## config.mk

```make
export PLATFORM = sky130hd
export DESIGN_NAME = multicycle_ctrl
export DESIGN_NICKNAME = d
export VERILOG_FILES = /design/src/rtl/multicycle_ctrl.sv
export SDC_FILE = /design/constraint.sdc
export NUM_CORES = 1
export LEC_CHECK = 0
export CAP_MARGIN = 0
export CORE_ASPECT_RATIO = 1.75
export CORE_MARGIN = 3
export CORE_UTILIZATION = 34
export DETAILED_ROUTE_END_ITERATION = 16
export DONT_BUFFER_PORTS = 1
export PLACE_DENSITY_LB_ADDON = 0.12
export SLEW_MARGIN = 20
export SYNTH_ARGS = -nofsm -noshare
export SYNTH_HDL_FRONTEND = slang
export SYNTH_SLANG_ARGS = --single-unit
```

## constraint.sdc

```tcl
create_clock -name clk -period 4 [get_ports clk]
set_input_delay 0.4 -clock clk [delete_from_list [all_inputs] [get_ports clk]]
set_output_delay 0.4 -clock clk [all_outputs]
set_load 0.01 [all_outputs]
```

## src/rtl/multicycle_ctrl.sv

```systemverilog
// Multi-cycle control sequencer: steps each instruction through IF/ID/EX/MEM/WB
// and drives the datapath enables, stalling on the shared memory ready handshake.
module multicycle_ctrl #(
    parameter int OPC_W       = 6,
    parameter int MEM_TIMEOUT = 15
) (
    input  logic             clk,
    input  logic             rst_n,
    input  logic             en,
    input  logic [OPC_W-1:0] opcode,
    input  logic             zero,
    input  logic             mem_ready,
    output logic             pc_write,
    output logic [1:0]       pc_src,
    output logic             ir_write,
    output logic             iord,
    output logic             mem_read,
    output logic             mem_write,
    output logic [1:0]       alu_op,
    output logic             reg_dst,
    output logic             reg_write,
    output logic             mem_to_reg,
    output logic [2:0]       state,
    output logic             retire,
    output logic             illegal_op,
    output logic             bus_err
);
    localparam int CNT_W = $clog2(MEM_TIMEOUT + 1);

    localparam logic [OPC_W-1:0] OP_R   = OPC_W'(6'b000000);
    localparam logic [OPC_W-1:0] OP_LW  = OPC_W'(6'b001000);
    localparam logic [OPC_W-1:0] OP_SW  = OPC_W'(6'b001001);
    localparam logic [OPC_W-1:0] OP_BEQ = OPC_W'(6'b000100);
    localparam logic [OPC_W-1:0] OP_J   = OPC_W'(6'b000010);
    localparam logic [OPC_W-1:0] OP_JR  = OPC_W'(6'b000101);

    typedef enum logic [2:0] {
        S_IDLE = 3'd0, S_IF = 3'd1, S_ID = 3'd2, S_EX = 3'd3, S_MEM = 3'd4, S_WB = 3'd5
    } state_t;

    typedef enum logic [2:0] {
        C_NOP, C_R, C_LW, C_SW, C_BEQ, C_J, C_JR, C_ILL
    } opc_t;

    state_t           r_state, w_next, w_ret_tgt;
    opc_t             r_class, w_dec;
    logic [CNT_W-1:0] r_wait;
    logic             w_timeout;

    always_comb begin
        case (opcode)
            OP_R:    w_dec = C_R;
            OP_LW:   w_dec = C_LW;
            OP_SW:   w_dec = C_SW;
            OP_BEQ:  w_dec = C_BEQ;
            OP_J:    w_dec = C_J;
            OP_JR:   w_dec = C_JR;
            default: w_dec = C_ILL;
        endcase
    end

    assign w_timeout = ((r_state == S_IF) || (r_state == S_MEM)) &&
                       (r_wait == CNT_W'(MEM_TIMEOUT));
    assign w_ret_tgt = en ? S_IF : S_IDLE;
    assign state     = r_state;

    always_ff @(posedge clk or negedge rst_n) begin
        if (!rst_n) begin
            r_state <= S_IDLE;
            r_class <= C_NOP;
            r_wait  <= '0;
        end else begin
            r_state <= w_next;
            if (r_state == S_ID)
                r_class <= w_dec;
            // Any state change (including entry to IF/MEM) restarts the wait count
            if (w_next != r_state)
                r_wait <= '0;
            else if (((r_state == S_IF) || (r_state == S_MEM)) && !mem_ready)
                r_wait <= r_wait + 1'b1;
        end
    end

    always_comb begin
        w_next     = r_state;
        pc_write   = 1'b0;
        pc_src     = 2'b00;
        ir_write   = 1'b0;
        iord       = 1'b0;
        mem_read   = 1'b0;
        mem_write  = 1'b0;
        alu_op     = 2'b00;
        reg_dst    = 1'b0;
        reg_write  = 1'b0;
        mem_to_reg = 1'b0;
        retire     = 1'b0;
        illegal_op = 1'b0;
        bus_err    = 1'b0;
        case (r_state)
            S_IDLE: if (en) w_next = S_IF;
            S_IF: begin
                if (w_timeout) begin
                    bus_err = 1'b1;
                    w_next  = S_IDLE;
                end else begin
                    mem_read = 1'b1;
                    if (mem_ready) begin
                        ir_write = 1'b1;
                        pc_write = 1'b1;
                        w_next   = S_ID;
                    end
                end
            end
            S_ID: begin
                if (w_dec == C_ILL) begin
                    illegal_op = 1'b1;
                    retire     = 1'b1;
                    w_next     = w_ret_tgt;
                end else begin
                    w_next = S_EX;
                end
            end
            S_EX: begin
                case (r_class)
                    C_R: begin
                        alu_op = 2'b10;
                        w_next = S_WB;
                    end
                    C_LW, C_SW: w_next = S_MEM;
                    C_BEQ: begin
                        alu_op   = 2'b01;
                        pc_src   = 2'b01;
                        pc_write = zero;
                        retire   = 1'b1;
                        w_next   = w_ret_tgt;
                    end
                    C_J, C_JR: begin
                        pc_src   = (r_class == C_J) ? 2'b10 : 2'b11;
                        pc_write = 1'b1;
                        retire   = 1'b1;
                        w_next   = w_ret_tgt;
                    end
                    default: w_next = S_IDLE;
                endcase
            end
            S_MEM: begin
                if (w_timeout) begin
                    bus_err = 1'b1;
                    w_next  = S_IDLE;
                end else begin
                    iord      = 1'b1;
                    mem_read  = (r_class == C_LW);
                    mem_write = (r_class == C_SW);
                    if (mem_ready) begin
                        if (r_class == C_SW) begin
                            retire = 1'b1;
                            w_next = w_ret_tgt;
                        end else begin
                            w_next = S_WB;
                        end
                    end
                end
            end
            S_WB: begin
                reg_write  = 1'b1;
                retire     = 1'b1;
                reg_dst    = (r_class == C_R);
                mem_to_reg = (r_class == C_LW);
                w_next     = w_ret_tgt;
            end
            default: w_next = S_IDLE;
        endcase
    end
endmodule

```

==> impl_metrics.ini <==
[clock_tree]
cts_tree = built
cts_root_buf = clkbuf_8
cts_hold_buf = 1
clk_latency_ns = 0.23
cts.sinks = 10
cts_buffer_depth = 2
cts_resized = 0
ctsHtreeMaxLevel = 1
cts_setup_buffers = 0
clk_pin_slew_ns = 0.05
numCtsBuffers = 3

[power_and_ir_drop]
internal_power_uw = 242
p_switching_uw = 147
p_sw_frac = 0.378
finalPower_uw = 389
comb_power_share = 0.326
vdd_drop_max_mv = 0.180
pwr-share-clk = 0.258
p_leak_nw = 0.415
power_frac_seq = 0.416
power_density_mw_per_mm2 = 423

[global_routing]
groute.usage.overall = 0.140
grt_pass1_vias = 733
grt_max_degree = 15
grt_antenna_before_repair = 0
gr-total-overflow = 0
grt_pass1_wl_um = 3400

[timing]
min_period_ns = 2.23
fmax_ghz = 0.448
setup_violations = 0
drv_slew = 0
rsz0062_at_grt = false
fin_worst_skew_ns = 0.00278
tightestPinTransition_ns = 0.677
period_share = 0.558
maxSlewHeadroom = 0.549
hold_viol_final = 0
tns_ns = 0
hold_ws_ns = 0.377

[die]
dieHeight_um = 74.0
row_count = 24
initial_utilization = 0.357
die_w_um = 44.9
core_sq_mm = 0.00252
ioPinCount = 29
die_area_sq_mm = 0.00332

[final_layout]
finish.utilization = 0.365
num_antenna_cells = 0
area_growth_pct = 2.23
final_cells = 125
final_cell_mix = nor2_1 (15), dfrtp_1 (10), nor3_1 (7), nand2_1 (6), o21ai_0 (4)
drive_gt1_frac = 0.232
final_common_cell = nor2_1
nets = 113

[routing]
drtIter0Drc = 15
routedWlPerCell_um = 16.3
first_pass_iters = 5
vias = 704
antenna_left = 0
drcViolationCount = 0
wl_um = 2040
avgViaCountPerCell = 5.63

[setup_path]
path_class = register to primary output
critPathMaxFanout = 9
critPathLaunchType = register
critPathCaptureType = primary output
crit_arrival_ns = 1.83
required_ns = 3.60

[synthesis]
synth_edf_count = 0
syn_nets = 113
async_reset_ff_frac = 1.00
yosysWarnings = 0
synth.distinct_cells = 41
ys.flop_type = dfrtp_1
avgSynthCellArea_sq_um = 8.91
netlist_instances = 101
syn_area_sq_um = 900
ys_seq_area_frac = 0.278
synth_seq_cells = 10

[placed_design]
io_buffers = 0
place.gp.congestion = 0.742
dp_hpwl_um = 1660
place_inst = 121

[job]
maxCapViolCount = 0

[worst_hold_path]
hold_class = input pin to register

[run_status]
status = completed
## state kept, by name, indices dropped and copies added (netlist names)
name,flops
r_class,3
r_wait,4
state,3
## worst max-delay path, stage by stage (launching register included)
cell and delay [ns]:
dfrtp_1 0.77, nand4_1 0.28, a21o_1 0.23, o21ai_0 0.32
## cell type report
type                    instances  area [sq um]
clock buffers                   3          41.3
inverters                       6          23.8
fillers                       265          1600
flip-flops and latches         10           250
well taps                      26          32.5
multi-input cells              79           562
repair buffers                  1          10.0
## logic make-up after synthesis
logic type / count (synthesis) / synth area share
AO/OA/AOI/OAI: 20 / 0.161
AND/OR/NAND/NOR: 51 / 0.357
buffers and inverters: 12 / 0.0974
adder cells (fa/ha/maj): 1 / 0.0139
multiplexers: 2 / 0.0223
flip-flops: 10 / 0.278
XOR/XNOR: 5 / 0.0696
## worst paths after layout
path,end,slack [ns],depth (start not counted),start
setup / recovery,pc_write,1.77,3,state[0]
hold / removal,r_class[1],0.38,2,opcode[1]
setup reg to reg,r_wait[0],2.23,6,state[0]
hold reg to reg,r_wait[3],0.56,2,r_wait[3]
max in group asynchronous,r_class[1],3.12,1,rst_n
min in group asynchronous,r_wait[2],0.56,1,rst_n
## per-stage QoR
step,cell area [sq um],setup slack (ns)
after floorplan,900,2.27
after global placement,868,2.00
after detailed placement,868,1.98
after CTS,920,1.72
after global routing,920,1.62
final,920,1.77
## cells in the mapped netlist (2+ instances only)
library cell / count / area (sq um)
nor3_1: 7 / 35.0
nand4_1: 2 / 12.5
a31oi_1: 2 / 12.5
o21ai_1: 2 / 10.0
inv_2: 2 / 7.51
nand2_1: 6 / 22.5
xor2_1: 2 / 17.5
o21ai_0: 4 / 20.0
nand3_1: 2 / 10.0
nand3b_4: 2 / 40.0
a21oi_1: 3 / 15.0
xnor2_1: 2 / 17.5
dfrtp_1: 10 / 250
mux2i_1: 2 / 20.0
and3_1: 3 / 18.8
nor2_1: 15 / 56.3
nand2b_1: 3 / 18.8
nor2_2: 3 / 18.8
inv_1: 3 / 11.3
buf_6: 5 / 56.3
## power by group through the flow
stage | clock network (mW) | logic [mW] | registers [mW]
floorplan | 0 | 0.152 | 0.131
global placement | 0 | 0.126 | 0.163
detailed placement | 0 | 0.126 | 0.164
CTS | 0.104 | 0.129 | 0.162
global route | 0.107 | 0.142 | 0.166
finish | 0.100 | 0.127 | 0.162
## metal layers
metal,track usage,up-vias,part of all wire
met5,0,-,0
met4,0.0684,0,0.010
met3,0.0291,2,0.073
met2,0.246,21,0.54
met1,0.154,330,0.37
li1,-,351,-
Power figures use the tool's default switching activity.
